$ cat config.mk
export PLATFORM = sky130hd
export DESIGN_NAME = mul_iter_unit_flat
export DESIGN_NICKNAME = d
export VERILOG_FILES = /design/src/rtl/mul_iter_unit_if.sv /design/src/rtl/mul_iter_unit.sv /design/src/flat_wrapper.sv
export SDC_FILE = /design/constraint.sdc
export NUM_CORES = 1
export LEC_CHECK = 0
export ABC_AREA = 1
export BUFFER_PORTS_ARGS = -buffer_cell sky130_fd_sc_hd__buf_2
export CORE_AREA = 4 4 138 140
export CTS_BUF_LIST = sky130_fd_sc_hd__clkbuf_8
export DETAILED_ROUTE_END_ITERATION = 16
export DIE_AREA = 0 0 142 144
export MAX_ROUTING_LAYER = met4
export PLACE_DENSITY = 0.65
export SLEW_MARGIN = 25
export SYNTH_ARGS = -nofsm -noshare
export SYNTH_HDL_FRONTEND = slang
export SYNTH_SLANG_ARGS = --single-unit
$ cat constraint.sdc
create_clock -name clk_i -period 5.1 [get_ports clk_i]
set_clock_uncertainty 0.05 [all_clocks]
set_input_delay 0.765 -clock clk_i [delete_from_list [all_inputs] [get_ports clk_i]]
set_output_delay 0.765 -clock clk_i [all_outputs]
set_load 0.02 [all_outputs]
$ cat src/rtl/mul_iter_unit_if.sv
// Operand/result bundle between the EX stage and the iterative multiplier.
// The master side is the pipeline; the slave side is the multiplier itself.
interface mul_iter_unit_if #(
    parameter int unsigned WIDTH = 32
);
    logic             start_i;
    logic             flush_i;
    logic [WIDTH-1:0] data1_i;
    logic [WIDTH-1:0] data2_i;
    logic [WIDTH-1:0] data_o;
    logic             zero_o;
    logic             busy_o;
    logic             done_o;
    logic             stall_o;

    modport master (
        output start_i, flush_i, data1_i, data2_i,
        input  data_o, zero_o, busy_o, done_o, stall_o
    );

    modport slave (
        input  start_i, flush_i, data1_i, data2_i,
        output data_o, zero_o, busy_o, done_o, stall_o
    );
endinterface

$ cat src/rtl/mul_iter_unit.sv
// Iterative shift-add multiplier for the EX stage. Produces the low WIDTH
// bits of data1*data2 after a fixed WIDTH-cycle run, stalling the front of
// the pipeline until the result is registered.
module mul_iter_unit #(
    parameter int unsigned WIDTH = 32,
    parameter int unsigned CNT_W = $clog2(WIDTH)
) (
    input logic          clk_i,
    input logic          rst_i,
    mul_iter_unit_if.slave bus
);

    typedef enum logic [1:0] {
        S_IDLE,
        S_RUN,
        S_DONE
    } state_t;

    state_t             state_q, state_d;
    logic [WIDTH-1:0]   mcand_q, mcand_d;
    logic [WIDTH-1:0]   mplier_q, mplier_d;
    logic [WIDTH-1:0]   acc_q, acc_d;
    logic [CNT_W-1:0]   cnt_q, cnt_d;
    logic [WIDTH-1:0]   data_q, data_d;
    logic [WIDTH-1:0]   acc_step;
    logic               accept;

    assign accept   = bus.start_i & ~bus.flush_i;
    assign acc_step = acc_q + (mplier_q[0] ? mcand_q : '0);

    // State and datapath registers; async reset clears everything.
    always_ff @(posedge clk_i or posedge rst_i) begin
        if (rst_i) begin
            state_q  <= S_IDLE;
            mcand_q  <= '0;
            mplier_q <= '0;
            acc_q    <= '0;
            cnt_q    <= '0;
            data_q   <= '0;
        end else begin
            state_q  <= state_d;
            mcand_q  <= mcand_d;
            mplier_q <= mplier_d;
            acc_q    <= acc_d;
            cnt_q    <= cnt_d;
            data_q   <= data_d;
        end
    end

    // Next-state and datapath step; flush overrides everything but leaves data intact.
    always_comb begin
        state_d  = state_q;
        mcand_d  = mcand_q;
        mplier_d = mplier_q;
        acc_d    = acc_q;
        cnt_d    = cnt_q;
        data_d   = data_q;

        if (bus.flush_i) begin
            state_d = S_IDLE;
        end else begin
            unique case (state_q)
                S_IDLE: begin
                    if (accept) begin
                        mcand_d  = bus.data1_i;
                        mplier_d = bus.data2_i;
                        acc_d    = '0;
                        cnt_d    = '0;
                        state_d  = S_RUN;
                    end
                end
                S_RUN: begin
                    acc_d    = acc_step;
                    mcand_d  = mcand_q << 1;
                    mplier_d = mplier_q >> 1;
                    cnt_d    = cnt_q + CNT_W'(1);
                    if (cnt_q == CNT_W'(WIDTH - 1)) begin
                        data_d  = acc_step;
                        state_d = S_DONE;
                    end
                end
                // start_i is still high for the finishing instruction; do not restart.
                S_DONE: begin
                    state_d = S_IDLE;
                end
                default: begin
                    state_d = S_IDLE;
                end
            endcase
        end
    end

    // Status outputs decoded from state; stall covers the accept cycle combinationally.
    always_comb begin
        bus.data_o  = data_q;
        bus.zero_o  = (data_q == '0);
        bus.busy_o  = (state_q == S_RUN);
        bus.done_o  = (state_q == S_DONE);
        bus.stall_o = ((state_q == S_IDLE) & accept) | (state_q == S_RUN);
    end

endmodule
$ cat src/flat_wrapper.sv
// flat-port wrapper written by rule: the top's interface ports become plain ports
module mul_iter_unit_flat 
#(
    parameter int unsigned WIDTH = 32,
    parameter int unsigned CNT_W = $clog2(WIDTH)
)
  (clk_i, rst_i, bus_start_i, bus_flush_i, bus_data1_i, bus_data2_i, bus_data_o, bus_zero_o, bus_busy_o, bus_done_o, bus_stall_o);
  mul_iter_unit_if #(.WIDTH(WIDTH)) bus_i ();
  input logic clk_i;
  input logic rst_i;
  input wire logic [$bits(bus_i.start_i)-1:0] bus_start_i;
  input wire logic [$bits(bus_i.flush_i)-1:0] bus_flush_i;
  input wire logic [$bits(bus_i.data1_i)-1:0] bus_data1_i;
  input wire logic [$bits(bus_i.data2_i)-1:0] bus_data2_i;
  output wire logic [$bits(bus_i.data_o)-1:0] bus_data_o;
  output wire logic [$bits(bus_i.zero_o)-1:0] bus_zero_o;
  output wire logic [$bits(bus_i.busy_o)-1:0] bus_busy_o;
  output wire logic [$bits(bus_i.done_o)-1:0] bus_done_o;
  output wire logic [$bits(bus_i.stall_o)-1:0] bus_stall_o;
  assign bus_i.start_i = bus_start_i;
  assign bus_i.flush_i = bus_flush_i;
  assign bus_i.data1_i = bus_data1_i;
  assign bus_i.data2_i = bus_data2_i;
  assign bus_data_o = bus_i.data_o;
  assign bus_zero_o = bus_i.zero_o;
  assign bus_busy_o = bus_i.busy_o;
  assign bus_done_o = bus_i.done_o;
  assign bus_stall_o = bus_i.stall_o;
  mul_iter_unit #(.WIDTH(WIDTH), .CNT_W(CNT_W)) u_core (.clk_i(clk_i), .rst_i(rst_i), .bus(bus_i));
endmodule
# Word level (Yosys, flattened, before mapping)
# Index checks and enable logic that the tools add are counted.
# totals
regBits	135
input_bits	68
output_inout_bits	36
# op_classes
addsub	2
n_eq_ne	6
muxes	13
n_bitwise	4
n_reduce_logical	6
# op_table
operator	n
case mux 32 bit (2 select lines)	3
2-to-1 mux 32 bit	4
adder 32 bit	1
logical NOT 32 bit	1
case mux 5 bit (2 select lines)	1
2-to-1 mux 2 bit	3
inequality test 3 x 2 -> 1 bit (second input constant)	2
AND reduction 3 bit	2
adder 5 x 1 -> 5 bit (second input constant)	1
equality test 5 bit (second input constant)	1
2-to-1 mux 5 bit	1
case mux 2 bit (2 select lines)	1
AND 1 bit	2
equality test 2 x 1 -> 1 bit (second input constant)	1
equality test 2 bit (second input constant)	1
logical NOT 2 bit	1
inequality test 2 x 1 -> 1 bit (second input constant)	1
AND reduction 2 bit	1
nonzero test 2 bit	1
inverter 1 bit	1
bitwise OR 1 bit	1

# Longest topological paths before layout
# Gate-level depths: netlist (run 1).
# logic_depth
word_depth	5
depth_mapped	16
depth_no_buf	14

# Worst setup path before layout (run 1)
# No wires, ideal clock.
# synth_timing
path_type	reg2reg
from	register u_core.mplier_q[0]
to	register u_core.acc_q[16]
arrival_ns	2.100
t_required_ns	4.927
path_slack_ns	2.828
path_stages_with_launch	15
path_buffers	2
cell_sequence	dfrtp_1 > clkbuf_1 > clkbuf_1 > nand2_1 > inv_1 > ha_1 > fa_1 > nand3_1 > nand3_1 > nand2_1 > nand2_1 > nand2_1 > nand2_1 > xnor2_1 > o21ai_1
# synth_between
elab_chain_cells	3
# synth_lines
element	line	source
start, declared	mul_iter_unit.sv:21	logic [WIDTH-1:0] mplier_q, mplier_d;
start signal, assigned	mul_iter_unit.sv:43	mplier_q <= mplier_d;
2-to-1 mux 32 bit	mul_iter_unit.sv:29	assign acc_step = acc_q + (mplier_q[0] ? mcand_q : '0);
adder 32 bit	mul_iter_unit.sv:29	
case mux 32 bit (2 select lines)	mul_iter_unit.sv:62	unique case (state_q)
end signal, assigned	mul_iter_unit.sv:37	acc_q <= '0;
end signal, assigned	mul_iter_unit.sv:44	acc_q <= acc_d;
end, declared	mul_iter_unit.sv:22	logic [WIDTH-1:0] acc_q, acc_d;
# No other way between the ends.
# A chain may end at the register's enable or synchronous reset.

# Worst setup path in the final report (run 1)
# layout_timing
from	register u_core.state_q[0]
to	output port bus_busy_o
# layout_between
elab_chain_cells	1
# layout_lines
element	line	source
start, declared	mul_iter_unit.sv:19	state_t state_q, state_d;
start signal, assigned	mul_iter_unit.sv:41	state_q <= state_d;
equality test 2 x 1 -> 1 bit	mul_iter_unit.sv:97	bus.busy_o = (state_q == S_RUN);
end, declared	flat_wrapper.sv:17	output wire logic [$bits(bus_i.busy_o)-1:0] bus_busy_o;
# No other way between the ends.

==> flow_metrics.tcl, run 1 <==
set metrics [dict create \
    ys_seq_elements 135 \
    grt.overflow.total 0 \
    worst-path-max-fanout 58 \
    dp.final_hpwl_um 16200 \
    synth_adder_area_share 0.0528 \
    fin_crit_sh 0.577 \
    wl_per_cell_um 14.4 \
    grt_usage 0.229 \
    synth_xor_area_frac 0.0171 \
    holdBufCountCts 0 \
    cts_setup_buffers 0 \
    crit_path_start_kind "register" \
    clock_sinks 135 \
    core-area_mm2 0.0178 \
    postRouteAntennaNets 0 \
    crit_type "reg2out" \
    ff2ff_path_depth 9 \
    port_buffers 103 \
    grt_max_degree 105 \
    synth_nets 1294 \
    synth_mux_area_frac 0 \
    synth_top_family_by_area "simple AND/OR/NAND/NOR gates" \
    r2r_start "u_core.state_q[1]" \
    die-area_mm2 0.0204 \
    io_pins 104 \
    diodes 0 \
    yosys_warnings 0 \
    power_density_mw_per_mm2 347 \
    hold_path.class "in2async" \
    path_clk_slew_ns 0.09 \
    synth-compound-area-share 0.109 \
    critPathArrivalTime_ns 2.13 \
    rows 49 \
    pre_cts_slack_ns 1.96 \
    slew_viol_final 0 \
    reg2reg_setup_slack_ns 2.33 \
    vias 7614 \
    yosys.area_share.simple 0.311 \
    max-slew-margin-rel 0.436 \
    min_period_ns 2.94 \
    dieWidth_um 142 \
    p_total_mw 3.21 \
    worst_slew_pin_slew_ns 0.843 \
    routed_wl_um 21900 \
    grt_pass1_wl_um 36300 \
    finalNetCount 1380 \
    cts_buffers 17 \
    end_kind "output pin" \
    synth.top_cells.by_area "dfrtp_1, nand2_1, inv_1" \
    setup_violations 0 \
    cts_tree "done" \
    cts.path.max_buffers 2 \
    worst_ep_required_time_ns 4.28 \
    crit_path_max_incr_delay_ns 0.50 \
    p_leak_nw 5.40 \
    h-tree-depth 4 \
    layout_commonest_cell "nand2_1" \
    yosysTopAreaCell "dfrtp_1" \
    hold_ws_ns 0.207 \
    gp_congestion 0.956 \
    ir_worst_vdd_v 0.000195 \
    start_util 0.460 \
    drive_gt1_frac 0.119 \
    syn2layout_area_growth_pct 12.9 \
    synth_cell_types 35 \
    layout_setup_ws_ns 2.16 \
    crit_top_cell "buf_4" \
    hold_viol 0 \
    rsz0062_at_grt "false" \
    fmax_mhz 340 \
    run_status "finished, final reports clean" \
    netlist.area_leader.share 0.412 \
    path_cells "nand2_2 > buf_4 > inv_1 > buf_4 > buf_2" \
    cp_slowest_cell "buf_4" \
    cts_resized 0 \
    ys_async_sr_fraction 1.00 \
    tns_ns 0 \
    syn_avg_cell_area_um2 6.88 \
    synth_flop_cell "dfrtp_1" \
    cap_viol_max_count 0 \
    clk_latency_ns 0.46 \
    netlist_instances 1192 \
    final_cell_mix "nand2_1, inv_1, dfrtp_1, buf_2, nor2_1" \
    synth_area_mm2 0.00821 \
    antenna_found_initial 0 \
    r2r-end "u_core.acc_q[7]" \
    dr.first_iter.drc_count 657 \
    grt_pass1_vias 7169 \
    first_pass_iters 5 \
    cts-root-buf "clkbuf_8" \
    viasPerCell 5.01 \
    die_y_um 144 \
    drc 0 \
    synth-seq-area-share 0.412 \
    synth_enable_flop_cells 0 \
]
## how the worst max path moves through the flow
stage | start | end | slack [ns]
after floorplan | rst_i | u_core.acc_q[0] | 0.67
final | u_core.state_q[0] | bus_busy_o | 2.16
after CTS | u_core.bus.data_o[0] | bus_zero_o | 2.09
after global placement | bus_flush_i | u_core.acc_q[4] | 1.75
after global routing | u_core.bus.data_o[0] | bus_zero_o | 1.95
after detailed placement | bus_flush_i | u_core.acc_q[7] | 1.96
## logic make-up after synthesis
family,count (synthesis)
AO/OA/AOI/OAI,172
adder cells (fa/ha/maj),34
buffers and inverters,197
XOR/XNOR,16
AND/OR/NAND/NOR,638
flip-flops,135
## per-stage QoR
stage	utilization	area, µm²	instances
floorplan	-	8210	1192
finish	0.519	9270	1520
CTS	0.518	9240	1519
detailed placement	0.495	8830	1487
global route	0.519	9270	1520
global placement	0.495	8830	1487
## flip-flops by register name, indices dropped and copies added, names as in the netlist
name and flops:
u_core.acc_q 32, u_core.bus.data_o 32, u_core.mcand_q 32, u_core.mplier_q 32, u_core.cnt_q 5, u_core.state_q 2
## cell usage after synthesis, drive strengths merged, types with 3 or more instances
cell type / n
a21oi: 21
a22oi: 5
buf: 29
clkbuf: 13
dfrtp: 135
ha: 33
inv: 155
nand2: 449
nand3: 64
nand4: 5
nor2: 104
nor3: 7
nor4: 6
o21ai: 138
o21bai: 3
xnor2: 11
xor2: 5
## critical path, delay by kind of cell, from the launching register on
family        cells  cell delay, ns
buf+inv           4            1.09
simple gates      1            0.14
flops             1            0.42
## per-layer routing
metal	routed length [µm]	global-route usage	up-vias
met1	10700	0.331	3443
met2	9260	0.325	229
met3	1370	0.0437	37
li1	-	-	3905
met5	0	-	-
met4	481	0.0773	0
## layout make-up
class	count	area, µm²
clock buffers	17	234
clock inverters	15	170
fillers	1813	8570
inverters	155	592
multi-input cells	860	4030
flip-flops and latches	135	3380
well taps	229	287
repair buffers	109	581
## report_power, final
group / internal, mW / switching, mW / leakage (nW)
clock: 0.446 / 0.474 / 0.199
combinational: 0.313 / 0.590 / 3.47
sequential: 1.25 / 0.140 / 1.73
total: 2.01 / 1.20 / 5.40
Power figures use the tool's default switching activity.
==> run 2, diff against run 1 <==
--- a/config.mk
+++ b/config.mk
@@ -5,14 +5,14 @@
 export SDC_FILE = /design/constraint.sdc
 export NUM_CORES = 1
 export LEC_CHECK = 0
-export ABC_AREA = 1
+export ABC_AREA = 0
 export BUFFER_PORTS_ARGS = -buffer_cell sky130_fd_sc_hd__buf_2
-export CORE_AREA = 4 4 138 140
+export CORE_AREA = 4 4 133 135
 export CTS_BUF_LIST = sky130_fd_sc_hd__clkbuf_8
 export DETAILED_ROUTE_END_ITERATION = 16
-export DIE_AREA = 0 0 142 144
+export DIE_AREA = 0 0 137 139
 export MAX_ROUTING_LAYER = met4
-export PLACE_DENSITY = 0.65
+export PLACE_DENSITY = 0.66
 export SLEW_MARGIN = 25
 export SYNTH_ARGS = -nofsm -noshare
 export SYNTH_HDL_FRONTEND = slang
==> constraint.sdc (replaced) <==
create_clock -name clk_i -period 2.88 [get_ports clk_i]
set_clock_uncertainty 0.05 [all_clocks]
set_input_delay 0.432 -clock clk_i [delete_from_list [all_inputs] [get_ports clk_i]]
set_output_delay 0.432 -clock clk_i [all_outputs]
set_load 0.02 [all_outputs]
==> run 2 against run 1 <==
Flip-flop and latch count is the same. Via count shrank 15%. Global-route usage is 0.32 points lower. Die area is 6.9% lower. Hold slack worse by 0.16 ns. Clock power is 95% higher. Synthesized area fell by 6.2%. Power rose by 86%. First-iteration DRC count fell by 28%. Critical path type is now reg2reg. Critical endpoint is now u_core.bus.data_o[28]. Largest cell class unchanged.
==> flow_metrics.tcl, run 2 <==
set metrics [dict create \
    ys_seq_elements 135 \
    synth-seq-area-share 0.439 \
    hold_path.class "in2async" \
    grt.overflow.total 0 \
    antenna_found_initial 0 \
    synth_area_mm2 0.00770 \
    first_pass_iters 6 \
    crit_path_start_kind "register" \
    gp_congestion 0.901 \
    layout_setup_ws_ns 0.0214 \
    crit_type "reg2reg" \
    synth_nets 911 \
    fin_crit_sh 0.993 \
    power_density_mw_per_mm2 629 \
    die-area_mm2 0.0190 \
    yosys.area_share.simple 0.160 \
    syn_avg_cell_area_um2 9.52 \
    layout_commonest_cell "dfrtp_1" \
    setup_violations 0 \
    cts_tree "done" \
    fmax_mhz 350 \
    ys_async_sr_fraction 1.00 \
    path_cells "and2_4 > ha_4 > fa_2 > a211oi_2 > o21ai_2 > a31o_4 > a41o_4 > a221oi_4 > o211ai_1 > a221o_1" \
    hold_viol 0 \
    slew_viol_final 0 \
    run_status "finished, final reports clean" \
    ir_worst_vdd_v 0.000320 \
    holdBufCountCts 0 \
    worst_ep_required_time_ns 3.18 \
    yosysTopAreaCell "dfrtp_1" \
    pre_cts_slack_ns 0.0344 \
    synth_xor_area_frac 0.0296 \
    crit_path_max_incr_delay_ns 0.41 \
    synth_cell_types 59 \
    synth_mux_area_frac 0.0894 \
    netlist.area_leader.share 0.439 \
    wl_per_cell_um 17.1 \
    drive_gt1_frac 0.262 \
    netlist_instances 809 \
    yosysMostFrequentCell "dfrtp_1" \
    dp.final_hpwl_um 14900 \
    clock_sinks 135 \
    p_leak_nw 4.67 \
    grt_pass1_wl_um 33300 \
    io_pins 104 \
    yosys_warnings 0 \
    critical_path_buf_inv_count 0 \
    final_cell_mix "dfrtp_1, nand2_1, buf_2, o21ai_0, buf_4" \
    cap_viol_max_count 0 \
    grt_max_degree 128 \
    cts-root-buf "clkbuf_8" \
    synth-compound-area-share 0.193 \
    sequential_cell_area_mm2 0.00338 \
    min_period_ns 2.86 \
    synth.top_cells.by_area "dfrtp_1, mux2i_1, nand2_1" \
    drc 0 \
    finalNetCount 1052 \
    rsz0062_at_grt "true" \
    end_kind "register" \
    path_clk_slew_ns 0.08 \
    cp_slowest_cell "dfrtp_1" \
    tns_ns 0 \
    synth_top_family_by_area "compound AO/OA/AOI/OAI gates" \
    clk_latency_ns 0.47 \
    grt_usage 0.226 \
    syn2layout_area_growth_pct 23.2 \
    routed_wl_um 20200 \
    max-slew-margin-rel 0.482 \
    h-tree-depth 4 \
    synth_adder_area_share 0.0562 \
    die_y_um 139 \
    critical-path-top-delay-family "compound AO/OA/AOI/OAI gates" \
    multiInputGateArea_mm2 0.00424 \
    critPathArrivalTime_ns 3.16 \
    start_util 0.468 \
    postRouteAntennaNets 0 \
    dieWidth_um 137 \
    diodes 0 \
    worst_slew_pin_slew_ns 0.775 \
    grt_pass1_vias 6399 \
    synth_enable_flop_cells 0 \
    worst-path-max-fanout 4 \
    fillers 1492 \
    viasPerCell 5.46 \
    cts_buffers 17 \
    dr.first_iter.drc_count 474 \
    core-area_mm2 0.0165 \
    vias 6457 \
    reg2reg_setup_slack_ns 0.02 \
    synth_flop_cell "dfrtp_1" \
    synth_common_cells "dfrtp_1, nand2_1, o21ai_0" \
    port_buffers 103 \
    rows 47 \
    cts.path.max_buffers 2 \
]
run 2: path summary, 6_finish.rpt:
kind,start,endpoint,cells past startpoint
worst min register to register,u_core.mplier_q[4],u_core.mplier_q[4],2
min in group clk_i,bus_data1_i[24],u_core.mcand_q[24],3
worst max-delay path,u_core.mplier_q[0],u_core.bus.data_o[28],10
max in group asynchronous,rst_i,u_core.acc_q[30],3
worst min-delay path,rst_i,u_core.bus.data_o[2],2
worst max register to register,u_core.mplier_q[0],u_core.bus.data_o[28],10
run 2: metal layers:
| metal | share of wire | vias to the layer above | global-route usage |
|---|---|---|---|
| li1 | - | 3214 | - |
| met1 | 0.49 | 3074 | 0.320 |
| met2 | 0.44 | 145 | 0.324 |
| met3 | 0.054 | 24 | 0.0526 |
| met4 | 0.016 | 0 | 0.0683 |
| met5 | 0 | - | - |
run 2: power breakdown:
group / leakage, nW / switching [mW] / internal, mW
sequential: 1.78 / 0.229 / 2.19
combinational: 2.68 / 0.973 / 0.782
clock: 0.216 / 0.777 / 1.02
total: 4.67 / 1.98 / 3.99
run 2: cell families (layout without fill, tap and decap cells):
| family | after synthesis | in the layout |
|---|---|---|
| multiplexers | 67 | 67 |
| AO/OA/AOI/OAI | 225 | 225 |
| buffers and inverters | 63 | 216 |
| adder cells (fa/ha/maj) | 34 | 34 |
| AND/OR/NAND/NOR | 259 | 259 |
| flip-flops | 135 | 135 |
| XOR/XNOR | 26 | 26 |
run 2: layout make-up:
class,instances,area share
multi-input cells,611,0.447
flip-flops and latches,135,0.356
well taps,220,0.0290
clock inverters,14,0.0222
repair buffers,172,0.116
inverters,13,0.00554
clock buffers,17,0.0247
run 2: per-stage QoR:
step                 util  cells  cell area (µm²)  total power, mW  hold WS, ns
floorplan               -    809             7710             3.51        0.400
global placement    0.539   1148             8880             4.11        0.410
detailed placement  0.539   1148             8880             4.12        0.421
CTS                 0.566   1179             9320             5.93       0.0590
global route        0.576   1182             9490             6.34        0.112
finish              0.576   1182             9490             5.97       0.0450
run 2: what timing repair did:
action	4_1_cts	5_1_grt
setup endpoints to repair	0	27
gates resized for setup	0	27
setup buffers	0	3
